<file path="config.mk">
export PLATFORM = sky130hd
export DESIGN_NAME = dsp_mul_arbiter_flat
export DESIGN_NICKNAME = d
export VERILOG_FILES = /design/src/rtl/dsp_mul_arbiter_if.sv /design/src/rtl/dsp_mul_arbiter.sv /design/src/flat_wrapper.sv
export SDC_FILE = /design/constraint.sdc
export NUM_CORES = 1
export LEC_CHECK = 0
export ABC_AREA = 1
export BUFFER_PORTS_ARGS = -buffer_cell sky130_fd_sc_hd__buf_2
export CAP_MARGIN = 20
export CORE_MARGIN = 2
export CORE_UTILIZATION = 48
export CTS_CLUSTER_DIAMETER = 30
export DETAILED_ROUTE_END_ITERATION = 10
export GPL_ROUTABILITY_DRIVEN = 0
export PLACE_DENSITY = 0.8
export SLEW_MARGIN = 20
export SYNTH_ARGS = -nofsm -noshare
export SYNTH_HDL_FRONTEND = slang
export SYNTH_SLANG_ARGS = --single-unit
</file>
<file path="constraint.sdc">
create_clock -name clk -period 3.18 [get_ports clk]
set_clock_uncertainty 0.2 [all_clocks]
set_input_delay 0.159 -clock clk [delete_from_list [all_inputs] [get_ports clk]]
set_output_delay 0.159 -clock clk [all_outputs]
set_load 0.01 [all_outputs]
</file>
<file path="src/rtl/dsp_mul_arbiter_if.sv">
// Bundle of requester, multiplier and response signals around the shared-DSP arbiter.
// The arbiter takes the slave view; clients plus the multiplier take the master view.
interface dsp_mul_arbiter_if #(
  parameter int NUM_REQ = 4,
  parameter int WIDTH   = 16
);
  logic                     hold;
  logic [NUM_REQ-1:0]       req_valid;
  logic [NUM_REQ-1:0]       req_ready;
  logic [NUM_REQ*WIDTH-1:0] req_a;
  logic [NUM_REQ*WIDTH-1:0] req_b;
  logic [WIDTH-1:0]         mul_a;
  logic [WIDTH-1:0]         mul_b;
  logic [WIDTH-1:0]         mul_p;
  logic [NUM_REQ-1:0]       resp_valid;
  logic [WIDTH-1:0]         resp_p;
  logic                     busy;

  modport master (
    output hold, req_valid, req_a, req_b, mul_p,
    input  req_ready, mul_a, mul_b, resp_valid, resp_p, busy
  );

  modport slave (
    input  hold, req_valid, req_a, req_b, mul_p,
    output req_ready, mul_a, mul_b, resp_valid, resp_p, busy
  );
endinterface

</file>
<file path="src/rtl/dsp_mul_arbiter.sv">
// Round-robin arbiter sharing one fixed-latency multiplier among NUM_REQ clients.
// A tag pipeline as deep as the multiplier routes each product back to its issuer.
module dsp_mul_arbiter #(
  parameter int NUM_REQ    = 4,
  parameter int WIDTH      = 16,
  parameter int PIPE_DEPTH = 0
) (
  input logic             clk,
  input logic             rst_n,
  dsp_mul_arbiter_if.slave bus
);
  localparam int ID_W = (NUM_REQ > 1) ? $clog2(NUM_REQ) : 1;

  logic [ID_W-1:0]    ptr;
  logic [ID_W-1:0]    ptr_next;
  logic               grant_found;
  logic [ID_W-1:0]    grant_id;
  logic [NUM_REQ-1:0] grant;
  logic [WIDTH-1:0]   sel_a;
  logic [WIDTH-1:0]   sel_b;

  logic               issue_valid;
  logic [ID_W-1:0]    issue_id;
  logic [WIDTH-1:0]   mul_a_q;
  logic [WIDTH-1:0]   mul_b_q;

  logic               last_valid;
  logic [ID_W-1:0]    last_id;
  logic               tag_busy;
  logic [NUM_REQ-1:0] resp_valid_c;

  // Search starts at ptr and wraps; grants are suppressed during hold and reset.
  always_comb begin : grant_search
    int idx;
    grant_found = 1'b0;
    grant_id    = '0;
    grant       = '0;
    sel_a       = '0;
    sel_b       = '0;
    idx         = 0;
    if (rst_n && !bus.hold) begin
      for (int k = 0; k < NUM_REQ; k++) begin
        idx = int'(ptr) + k;
        if (idx >= NUM_REQ) begin
          idx = idx - NUM_REQ;
        end
        if (!grant_found && bus.req_valid[idx]) begin
          grant_found = 1'b1;
          grant_id    = ID_W'(idx);
          grant[idx]  = 1'b1;
          sel_a       = bus.req_a[idx*WIDTH +: WIDTH];
          sel_b       = bus.req_b[idx*WIDTH +: WIDTH];
        end
      end
    end
  end

  assign ptr_next = (int'(grant_id) == NUM_REQ - 1) ? '0 : grant_id + 1'b1;

  // Operands only move on a transfer so the multiplier inputs stay quiet when idle.
  always_ff @(posedge clk) begin
    if (!rst_n) begin
      ptr         <= '0;
      issue_valid <= 1'b0;
      issue_id    <= '0;
      mul_a_q     <= '0;
      mul_b_q     <= '0;
    end else begin
      issue_valid <= grant_found;
      if (grant_found) begin
        ptr      <= ptr_next;
        issue_id <= grant_id;
        mul_a_q  <= sel_a;
        mul_b_q  <= sel_b;
      end
    end
  end

  if (PIPE_DEPTH > 0) begin : g_pipe
    logic [PIPE_DEPTH-1:0] pipe_valid;
    logic [ID_W-1:0]       pipe_id [PIPE_DEPTH];

    // Tags never stall: the multiplier has no back-pressure.
    always_ff @(posedge clk) begin
      if (!rst_n) begin
        pipe_valid <= '0;
      end else begin
        pipe_valid[0] <= issue_valid;
        for (int s = 1; s < PIPE_DEPTH; s++) begin
          pipe_valid[s] <= pipe_valid[s-1];
        end
      end
      pipe_id[0] <= issue_id;
      for (int s = 1; s < PIPE_DEPTH; s++) begin
        pipe_id[s] <= pipe_id[s-1];
      end
    end

    assign last_valid = pipe_valid[PIPE_DEPTH-1];
    assign last_id    = pipe_id[PIPE_DEPTH-1];
    assign tag_busy   = |pipe_valid;
  end else begin : g_nopipe
    assign last_valid = issue_valid;
    assign last_id    = issue_id;
    assign tag_busy   = 1'b0;
  end

  // Reset discards in-flight work, including a tag surfacing in the reset cycle.
  always_comb begin
    resp_valid_c = '0;
    if (rst_n && last_valid) begin
      resp_valid_c[last_id] = 1'b1;
    end
  end

  assign bus.req_ready  = grant;
  assign bus.mul_a      = mul_a_q;
  assign bus.mul_b      = mul_b_q;
  assign bus.resp_valid = resp_valid_c;
  assign bus.resp_p     = bus.mul_p;
  assign bus.busy       = rst_n & (issue_valid | tag_busy);
endmodule

</file>
<file path="src/flat_wrapper.sv">
// flat-port wrapper written by rule: the top's interface ports become plain ports
module dsp_mul_arbiter_flat 
#(
  parameter int NUM_REQ    = 4,
  parameter int WIDTH      = 16,
  parameter int PIPE_DEPTH = 0
)
  (clk, rst_n, bus_hold, bus_req_valid, bus_req_a, bus_req_b, bus_mul_p, bus_req_ready, bus_mul_a, bus_mul_b, bus_resp_valid, bus_resp_p, bus_busy);
  dsp_mul_arbiter_if #(.NUM_REQ(NUM_REQ), .WIDTH(WIDTH)) bus_i ();
  input logic clk;
  input logic rst_n;
  input wire logic [$bits(bus_i.hold)-1:0] bus_hold;
  input wire logic [$bits(bus_i.req_valid)-1:0] bus_req_valid;
  input wire logic [$bits(bus_i.req_a)-1:0] bus_req_a;
  input wire logic [$bits(bus_i.req_b)-1:0] bus_req_b;
  input wire logic [$bits(bus_i.mul_p)-1:0] bus_mul_p;
  output wire logic [$bits(bus_i.req_ready)-1:0] bus_req_ready;
  output wire logic [$bits(bus_i.mul_a)-1:0] bus_mul_a;
  output wire logic [$bits(bus_i.mul_b)-1:0] bus_mul_b;
  output wire logic [$bits(bus_i.resp_valid)-1:0] bus_resp_valid;
  output wire logic [$bits(bus_i.resp_p)-1:0] bus_resp_p;
  output wire logic [$bits(bus_i.busy)-1:0] bus_busy;
  assign bus_i.hold = bus_hold;
  assign bus_i.req_valid = bus_req_valid;
  assign bus_i.req_a = bus_req_a;
  assign bus_i.req_b = bus_req_b;
  assign bus_i.mul_p = bus_mul_p;
  assign bus_req_ready = bus_i.req_ready;
  assign bus_mul_a = bus_i.mul_a;
  assign bus_mul_b = bus_i.mul_b;
  assign bus_resp_valid = bus_i.resp_valid;
  assign bus_resp_p = bus_i.resp_p;
  assign bus_busy = bus_i.busy;
  dsp_mul_arbiter #(.NUM_REQ(NUM_REQ), .WIDTH(WIDTH), .PIPE_DEPTH(PIPE_DEPTH)) u_core (.clk(clk), .rst_n(rst_n), .bus(bus_i));
endmodule
</file>
Word level (Yosys, flattened, before mapping) --
Index checks and enable logic that the tools add are counted.
Storage, ports and cells: bits in registers 37, input port bits 151, output and inout port bits 57, word-level logic and storage cells 117
Cells by class: add/sub/neg operators 8, magnitude comparators 14, equal/unequal tests 1, shift operators 8, muxes and demuxes 63, bitwise operators 4, reductions and logical operators 14
Operators by type and width (count):
- indexed part select 64 x 32 -> 16 bit | 8
- two-way mux 32 bit | 8
- two-way mux 16 bit | 10
- >= comparator 32 x 1 -> 1 bit (second input constant) | 4
- less-than comparator 32 x 4 -> 1 bit (second input constant) | 4
- >= comparator 32 x 4 -> 1 bit (second input constant) | 3
- subtractor 32 x 4 -> 32 bit (second input constant) | 3
- two-way mux 4 bit | 9
- two-way mux 1 bit | 21
- two-way mux 2 bit | 6
- bitwise OR 4 bit | 3
- demux 1 bit (select 2 bit) | 5
- logical AND 1 bit | 10
- binary-select mux 1 bit (select 2 bit) | 4
- adder 2 x 2 -> 3 bit (second input constant) | 2
- zero test 1 bit | 4
- subtractor 2 x 3 -> 4 bit (second input constant) | 1
- adder 2 x 1 -> 3 bit (second input constant) | 1
- >= comparator 2 x 3 -> 1 bit (second input constant) | 1
- less-than comparator 2 x 3 -> 1 bit (second input constant) | 1
- adder 2 x 1 -> 2 bit (second input constant) | 1
- == test 2 x 1 -> 1 bit (second input constant) | 1
- >= comparator 2 x 1 -> 1 bit (second input constant) | 1
- AND 1 bit | 1

Logic depth before layout (Yosys ltp) --
Gate-level depths: netlist of the first run.
depth after elaboration 22, depth in mapped cells 21, depth with buffers taken out 17

Worst setup path after synthesis of the first run --
Ideal clock, no wire load.
path kind reg2reg, from register u_core.ptr[0], to register u_core.ptr[1], setup time 0.136 ns, data arrival time 2.768 ns, data required time 2.844 ns, setup slack 0.076 ns, stages on the path, launching flop included 21, path buffers 5, clock period less this slack 3.104 ns, cells stage by stage dfxtp_1 inv_2 buf_2 buf_2 buf_2 ha_1 buf_2 inv_2 nand3_1 nand2_2 inv_2 nor2_2 nand3_1 nand2_1 buf_6 inv_2 nand2_1 inv_2 ha_1 o21ai_1 a21oi_1
Between the ends: word-level cells in the longest chain between the ends 22, elaborated cells on any way between the ends 53, those cells by class add/sub (8); order compare (4); eq/ne (1); mux (34); reduce/logical (6)
Ends and longest elaborated chain:
- from (decl) | RTL line dsp_mul_arbiter.sv:14 | logic [ID_W-1:0] ptr;
- from (signal assigned) | RTL line dsp_mul_arbiter.sv:71 | ptr <= ptr_next;
- branches (longest 18 deep; another with subtractor 32 x 4 -> 32 bit)
- two-way mux 2 bit * | RTL line dsp_mul_arbiter.sv:47 | if (!grant_found && bus.req_valid[idx]) begin
- two-way mux 2 bit * | RTL line dsp_mul_arbiter.sv:41 | if (rst_n && !bus.hold) begin
- named net u_core.grant_id[0] | RTL line dsp_mul_arbiter.sv:17 | logic [ID_W-1:0] grant_id;
- adder 2 x 1 -> 2 bit or == test 2 x 1 -> 1 bit (tied branches) | RTL line dsp_mul_arbiter.sv:58 | assign ptr_next = (int'(grant_id) == NUM_REQ - 1) ? '0 : grant_id + 1'b1;
- two-way mux 2 bit * | RTL line dsp_mul_arbiter.sv:58
- named net u_core.ptr_next[1] | RTL line dsp_mul_arbiter.sv:15 | logic [ID_W-1:0] ptr_next;
Mark *: on every way through the listed nets, which the timed path passes. The select of a mux whose other input is x is not followed. A chain may end at the register's enable or synchronous reset.

Worst setup path after layout of the first run --
from register u_core.ptr[0], to output port bus_req_ready[0]
Between the ends: word-level cells in the longest chain between the ends 20, elaborated cells on any way between the ends 74, those cells by class add/sub (7); order compare (12); mux (42); bitwise (3); reduce/logical (10)
Ends and longest elaborated chain:
- branches (longest 18 deep; another with subtractor 32 x 4 -> 32 bit)
- two-way mux 4 bit * | RTL line dsp_mul_arbiter.sv:47
- two-way mux 4 bit * | RTL line dsp_mul_arbiter.sv:41
- to (decl) | RTL line flat_wrapper.sv:17 | output wire logic [$bits(bus_i.req_ready)-1:0] bus_req_ready;
Every way passes the cells marked *. The select of a mux whose other input is x is not followed.

==> flow_summary.ini, run 1 <==
[critical_path]
path_class = register to primary output
slowest_stage = buf_4
crit_path_end_kind = primary output
cp_data_arrival_time_ns = 2.58
cpMostUsedCell = buf_4
crit_fanout = 45
worst_path_dominant_cell_family = buffers and inverters
cp_num_cells = 11
timing.rr.end = u_core.bus.mul_a[7]
r2r_slack_ns = 0.35
startpoint = u_core.ptr[0]
max_stage_delay_ns = 0.40
worstPathBufferInverterCount = 5
crit_chain = buf_4, nand2_2, nand3_2, nand2_4, inv_6, nand4_2, buf_4, o21ai_0, nand2_1, inv_1, buf_2
r2r-start = u_core.ptr[1]
worstRegToRegCells = 10
cp-start-kind = register
worstSetupEndpoint = bus_req_ready[0]
cp.required_ns = 2.82

[run]
drv_cap = 0

[global_route]
grt_pass1_vias = 7994
grt_pass1_wl_um = 37000
grt_use_met2 = 0.501
grt_max_degree = 188
grt_usage = 0.306
grt-ovfl-total = 0
met1_usage = 0.393
grt.busiest_layer = met2
antenna_found_initial = 1
grt_use_met3 = 0.0564

[finish]
synthToLayoutAreaGrowth_pct = 13.2
mostFrequentLayoutCells = 461 x nand2_1, 211 x nor2_1, 175 x buf_2, 140 x o21ai_0, 96 x inv_1
antenna_cells = 0
drive_gt1_frac = 0.166
design_area_um2 = 7450
final_net_count = 1602
fillers = 1421
mostFrequentLayoutCell = nand2_1

[power_and_ir_drop]
power-per-cell-area_nw_per_um2 = 364
total_power_w = 0.00271
ir_drop_mv = 0.197
power_leakage_nw = 4.11

[sta]
setup_viol = 0
fmax_mhz = 340
setup_total_negative_slack_ns = 0
rsz0062_at_grt = no
slew_headroom = 0.531
slew_viol_final = 0
fin_ws_ns = 0.239
fin_crit_sh = 0.925
hold_viol_final = 0
fin_crit_ns = 2.94
worst_pin_slew_ns = 0.703

[floorplanning]
core_um2 = 13300
dieWidth_um = 121
fp.dieArea_um2 = 14700
num_io_pins = 208
die_h_um = 121
std_cell_rows = 42
initial_core_util = 0.495

[detailed_routing]
vias_per_cell = 5.53
drt-initial-drc-count = 1002
ant_nets = 0
firstDrtPassIters = 6
avgRoutedWirePerCell_um = 13.9
drc = 0
drt_wl_total_um = 22600
num_vias = 8964

[clocking]
cts_setup_buffers = 0
cts-root-buf = clkbuf_16
clk_latency_ns = 0.28
cts_buffers = 5
htreeDepth = 2
clkTransAtPathRegs_ns = 0.06
cts.sinks = 37
ctsLongestPathBuffers = 2
cts_tree = yes

[hold_path]
hold_class = primary input to register

[place]
hpwl_um = 15400
placed_area_um2 = 7300
place_ws_ns = 0.419
io_buffer_count = 175

[synth]
syn_nets = 1508
synth.area.top_cells = nand2_1 26%, nor2_1 12%, dfxtp_1 11%, o21ai_0 11%, nand3_1 7.1%
yosys_warnings = 0
synth_area_per_cell_um2 = 4.88
ys_types = 31
synth_top_area_frac = 0.264
ys_ff_latch = 37
synth_top_cell_by_area = nand2_1
netlist_area_um2 = 6580
syn_inst = 1349
synth-seq-area-share = 0.113

[status]
status = complete, no violations
through the flow:
stage           util  hold slack [ns]  cells
6_report       0.560           0.0762   1620
5_1_grt        0.560           0.0962   1620
4_1_cts        0.560           0.0727   1620
3_5_place_dp   0.549            0.118   1611
3_3_place_gp   0.549            0.118   1611
2_1_floorplan      -            0.209   1349
worst register-to-register path, stage by stage, from the launching register on:
cell,delay (ns)
dfxtp_2,0.32
buf_4,0.25
buf_4,0.47
ha_1,0.25
inv_1,0.16
nor2_1,0.48
o21ai_0,0.20
a21oi_1,0.18
o21ai_0,0.09
nand2_1,0.07
a21oi_1,0.06
worst min path at each step:
stage	from	end	depth (start not counted)
after detailed placement	bus_mul_p[0]	bus_resp_p[0]	0
after global routing	bus_hold	u_core.issue_id[1]	4
after global placement	bus_mul_p[0]	bus_resp_p[0]	0
after floorplan	bus_hold	u_core.issue_id[1]	3
after CTS	bus_hold	u_core.issue_id[1]	4
final	bus_hold	u_core.issue_id[1]	4
layout make-up:
type                       instances  area [µm²]  share of cell area
multi-input combinational       1089        4820               0.647
timing repair buffer             205        1130               0.152
sequential                        37         746               0.100
inverter                         105         399              0.0536
tap                              176         220              0.0296
clock buffer                       8         136              0.0183
per-layer routing:
layer / share of wire / routed length (µm)
met5: 0.00031 / 7
met4: 0.034 / 769
met3: 0.12 / 2720
met2: 0.44 / 9990
met1: 0.40 / 9110
synth_stat cells (all sizes together):
library cell and instances:
a21oi 76, a22oi 2, a31oi 8, buf 79, clkbuf 39, clkinv 1, dfxtp 37, ha 8
inv 104, nand2 466, nand3 97, nand4 44, nor2 213, nor3 4, o211ai 5, o21ai 157
or2 8, xor2 1
kinds of logic (layout without fill, tap and decap cells):
family,Yosys count,count (layout),share of synthesized area
XOR/XNOR,1,1,0.00133
AND/OR/NAND/NOR,832,832,0.522
AO/OA/AOI/OAI,248,248,0.193
flip-flops,37,37,0.113
buffers and inverters,223,318,0.156
adder cells (fa/ha/maj),8,8,0.0152
sequential cells by signal, indices dropped and copies added, names as in the netlist:
signal,cells
u_core.bus.mul_a,16
u_core.issue_valid,1
u_core.ptr,2
u_core.bus.mul_b,16
u_core.issue_id,2
what timing repair did:
item,4_1_cts,5_1_grt
endpoints found under the hold margin,1,0
hold buffers,1,0
endpoints found under the setup margin,0,3
resized for setup,0,1
power by group:
part / switching, W / internal (W) / leakage [nW] / total (W)
Combinational: 0.00110 / 0.000567 / 3.74 / 0.00167
Sequential: 0.0000358 / 0.000514 / 0.304 / 0.000550
Clock: 0.000200 / 0.000292 / 0.0652 / 0.000492
Total: 0.00134 / 0.00137 / 4.11 / 0.00271
Power figures use the tool's default switching activity.
==> run 2, diff against run 1 <==
--- a/config.mk
+++ b/config.mk
@@ -10,3 +10,3 @@
 export CAP_MARGIN = 20
-export CORE_MARGIN = 2
+export CORE_MARGIN = 5
 export CORE_UTILIZATION = 48
==> constraint.sdc (replaced) <==
create_clock -name clk -period 3.18 [get_ports clk]
set_clock_uncertainty 0.2 [all_clocks]
set_input_delay 0.318 -clock clk [delete_from_list [all_inputs] [get_ports clk]]
set_output_delay 0.318 -clock clk [all_outputs]
set_load 0.01 [all_outputs]
==> run 2 against run 1 <==
Setup slack got worse by 0.064 ns. Sequential power barely moved. Design area grew 0.13%. Critical path depth decreased by 1. Count of clock-buffer cells in the layout is 2 lower. Wire length up 2.7%. Register-to-register slack worse by 0.08 ns. Critical endpoint is now bus_req_ready[2].
==> flow_summary.ini, run 2 (same netlist as run 1, synthesis figures left out) <==
[clocking]
clk_latency_ns = 0.28
cts_tree = yes
hold_buffers = 0
cts_buffers = 5
clkTransAtPathRegs_ns = 0.06
htreeDepth = 2
cts.sinks = 37
cts-root-buf = clkbuf_16
ctsLongestPathBuffers = 2

[finish]
utilization = 0.559
final_net_count = 1601
instances_no_fill = 1618
fillers = 1419
mostFrequentLayoutCells = 461 x nand2_1, 211 x nor2_1, 175 x buf_2, 140 x o21ai_0, 96 x inv_1
synthToLayoutAreaGrowth_pct = 13.3
drive_gt1_frac = 0.166
antenna_cells = 0
mostFrequentLayoutCell = nand2_1

[power_and_ir_drop]
power_leakage_nw = 4.11
ir_drop_mv = 0.195
power-per-cell-area_nw_per_um2 = 365

[detailed_routing]
vias_per_cell = 5.52
drt_wl_total_um = 23200
firstDrtPassIters = 6
ant_nets = 0
num_vias = 8932
avgRoutedWirePerCell_um = 14.3
drc = 0
drt-initial-drc-count = 1284

[place]
io_buffer_count = 175
hpwl_um = 16000
placed_cells = 1608

[floorplanning]
die_h_um = 127
initial_core_util = 0.493
num_io_pins = 208
dieWidth_um = 127
core_um2 = 13300
fp.dieArea_um2 = 16200
std_cell_rows = 42

[global_route]
grt_pass1_wl_um = 37300
grt-ovfl-total = 0
grt_usage = 0.274
antenna_found_initial = 2
grt_max_degree = 107
grt_pass1_vias = 7931

[sta]
setup_total_negative_slack_ns = 0
setup_viol = 0
fin_crit_ns = 3.00
slew_headroom = 0.439
slew_viol_final = 0
fmax_mhz = 333
worst_pin_slew_ns = 0.842
fin_crit_sh = 0.945
hold_viol_final = 0
rsz0062_at_grt = no

[critical_path]
crit_path_end_kind = primary output
path_class = register to primary output
cp_data_arrival_time_ns = 2.49
cp-start-kind = register
crit_fanout = 53
cp.required_ns = 2.66

[run]
drv_cap = 0

[status]
status = complete, no violations

[hold_path]
hold_class = primary input to register
run 2: where the power goes:
| group | leakage [nW] | switching, W | internal, W |
|---|---|---|---|
| registers | 0.304 | 0.0000337 | 0.000514 |
| clock network | 0.0667 | 0.000203 | 0.000286 |
| logic | 3.74 | 0.00111 | 0.000571 |
| total | 4.11 | 0.00135 | 0.00137 |
run 2: worst max-delay path, stage by stage, from the launching register on:
cell and delay (ns):
dfxtp_4 0.39, buf_6 0.33, nand2_2 0.13, nand3_2 0.14, nand2_4 0.14, inv_6 0.28
nand4_4 0.28, o21ai_0 0.23, nand2_1 0.07, inv_1 0.06, buf_2 0.12
run 2: path summary, 6_finish.rpt:
check	start	endpoint	slack [ns]	cells after the start
min	rst_n	u_core.ptr[0]	0.17	3
max reg2reg	u_core.ptr[1]	u_core.ptr[1]	0.27	14
min reg2reg	u_core.bus.mul_a[4]	u_core.bus.mul_a[4]	0.26	2
max	u_core.ptr[0]	bus_req_ready[2]	0.18	10
run 2: layer usage:
| metal | routed length, µm | share of wire | global-route usage |
|---|---|---|---|
| met5 | 19 | 0.00082 | 0 |
| met4 | 692 | 0.030 | 0.0984 |
| met3 | 2850 | 0.12 | 0.0580 |
| met2 | 10400 | 0.45 | 0.458 |
| met1 | 9190 | 0.40 | 0.348 |
run 2: per-stage QoR:
stage	power, W	setup WS (ns)	hold WS (ns)	instance area (µm²)
final	0.00272	0.176	0.168	7460
after global routing	0.00296	0.00790	0.183	7460
after CTS	0.00267	0.0293	0.162	7430
after detailed placement	0.00217	0.136	0.255	7270
after global placement	0.00214	0.208	0.252	7270
after floorplan	0.00178	0.0761	0.271	6580
run 2: what timing repair did:
| action | in CTS | in global routing |
|---|---|---|
| cloned | 0 | 1 |
| resized for setup | 2 | 4 |
| pin swaps | 1 | 1 |
| setup buffers | 2 | 0 |
| endpoints found under the hold margin | 0 | 0 |
| endpoints found under the setup margin | 4 | 5 |
run 2: cell type report:
cell class / count / area (µm²) / area share
timing repair buffer: 203 / 1100 / 0.148
clock buffer: 6 / 129 / 0.0173
clock inverter: 1 / 5.00 / 0.000671
inverter: 105 / 402 / 0.0539
sequential: 37 / 746 / 0.100
tap: 176 / 220 / 0.0295
multi-input combinational: 1090 / 4850 / 0.651
==> run 3, diff against run 2 <==
- CORE_ASPECT_RATIO: not set -> 0.7
==> run 3 against run 2 <==
Final cell count up 0.93%. Setup slack better by 0.0091 ns. Flip-flop and latch count unchanged. Design area up 1.5%. Register-to-register slack better by 0.05 ns. Critical path depth up 3. Die area up 0.23%. Global-route usage up 0.36 points. Combinational power up 2%. Largest cell class unchanged. Count of clock-buffer cells in the layout up 1.
==> flow_summary.ini, run 3 (same netlist as run 1, synthesis figures left out) <==
[sta]
slew_viol_final = 0
fin_crit_ns = 3.00
hold_viol_final = 0
worst_pin_slew_ns = 0.580
slew_headroom = 0.612
setup_viol = 0
fin_crit_sh = 0.942
fmax_mhz = 334
fin_ws_ns = 0.185

[floorplanning]
fp.dieArea_um2 = 16200
num_io_pins = 208
std_cell_rows = 35
dieWidth_um = 150
core_um2 = 13300
initial_core_util = 0.494
die_h_um = 108

[critical_path]
timing.rr.end = u_core.ptr[1]
crit_path_end_kind = primary output
r2r_slack_ns = 0.32
cp_data_arrival_time_ns = 2.48
worstRegToRegCells = 13
path_class = register to primary output
cp.required_ns = 2.66
crit_fanout = 16
cp-start-kind = register
r2r-start = u_core.ptr[0]

[power_and_ir_drop]
power_leakage_nw = 4.15
ir_drop_mv = 0.217
total_power_w = 0.00287
power-per-cell-area_nw_per_um2 = 378

[finish]
instances_no_fill = 1633
drive_gt1_frac = 0.168
final_net_count = 1603
synthToLayoutAreaGrowth_pct = 15.1
mostFrequentLayoutCell = nand2_1
fillers = 1418
mostFrequentLayoutCells = 461 x nand2_1, 211 x nor2_1, 175 x buf_2, 139 x o21ai_0, 96 x inv_1

[place]
place_ws_ns = 0.248
hpwl_um = 16700
placed_cells = 1618
io_buffer_count = 175

[detailed_routing]
drt-initial-drc-count = 847
drt_wl_total_um = 23900
firstDrtPassIters = 6
vias_per_cell = 5.48
avgRoutedWirePerCell_um = 14.7
drc = 0
num_vias = 8952
ant_nets = 0

[clocking]
clk_latency_ns = 0.27
htreeDepth = 2
cts-root-buf = clkbuf_16
cts_buffers = 5
cts.sinks = 37
hold_buffers = 0
cts_tree = yes
ctsLongestPathBuffers = 2
clkTransAtPathRegs_ns = 0.05

[hold_path]
hold_path_depth = 3
hold_class = primary input to register
hold_path_startpoint = rst_n
whs_endpoint = u_core.ptr[0]

[global_route]
antenna_found_initial = 0
grt_pass1_vias = 7671
grt_usage = 0.278
grt_pass1_wl_um = 37500
grt_max_degree = 164
grt-ovfl-total = 0

[run]
drv_cap = 0

[status]
status = complete, no violations
## run 3: worst max-delay path by stage
stage	start	end	slack, ns
after detailed placement	u_core.ptr[0]	u_core.ptr[1]	0.25
final	u_core.ptr[0]	bus_req_ready[3]	0.18
after CTS	u_core.ptr[0]	bus_req_ready[0]	0.05
after global routing	u_core.ptr[0]	bus_req_ready[3]	-0.02
after global placement	u_core.ptr[0]	u_core.ptr[1]	0.35
after floorplan	u_core.ptr[0]	u_core.ptr[1]	0.08
## run 3: per-layer routing
| layer | vias to the layer above | routed length (µm) | part of all wire | global-route usage |
|---|---|---|---|---|
| met5 | - | 0 | 0 | 0 |
| met4 | 0 | 265 | 0.011 | 0.0483 |
| met3 | 32 | 3200 | 0.13 | 0.0708 |
| met2 | 532 | 9830 | 0.41 | 0.408 |
| met1 | 3891 | 10600 | 0.44 | 0.411 |
| li1 | 4497 | - | - | - |
## run 3: final cells by class
cell class | instances | area [µm²] | share of cell area
diodes | 3 | 7.51 | 0.000992
clock buffers | 7 | 143 | 0.0188
clock inverters | 1 | 30.0 | 0.00397
inverters | 105 | 402 | 0.0530
multi-input cells | 1089 | 4830 | 0.638
flip-flops and latches | 37 | 746 | 0.0985
well taps | 185 | 231 | 0.0306
repair buffers | 206 | 1180 | 0.156
## run 3: through the flow
stage	util	area (µm²)	TNS (ns)	hold slack [ns]
CTS	0.562	7480	0	0.158
global placement	0.548	7300	0	0.250
floorplan	-	6580	0	0.271
global route	0.568	7560	-0.0173	0.195
finish	0.569	7570	0	0.155
detailed placement	0.548	7300	0	0.257
## run 3: what timing repair did
action	4_1_cts	5_1_grt
resized for setup	1	13
hold endpoints to repair	0	0
endpoints found under the setup margin	2	4
pin swaps	0	2
setup buffers	0	3
cloned	0	1
## run 3: power by group
| part | total (W) | internal (W) | leakage, nW | switching [W] |
|---|---|---|---|---|
| clock | 0.000595 | 0.000392 | 0.0841 | 0.000203 |
| combinational | 0.00172 | 0.000584 | 3.76 | 0.00114 |
| sequential | 0.000548 | 0.000514 | 0.304 | 0.0000346 |
## run 3: critical path, stage by stage, from the launching register on
cell and delay [ns]:
dfxtp_4 0.39, inv_2 0.07, ha_2 0.35, inv_6 0.15, nand3_1 0.14, nand2_4 0.18
inv_2 0.06, nor2_2 0.10, nand2_1 0.10, buf_4 0.19, o21ai_0 0.16, o21ai_1 0.11
inv_1 0.08, buf_2 0.12
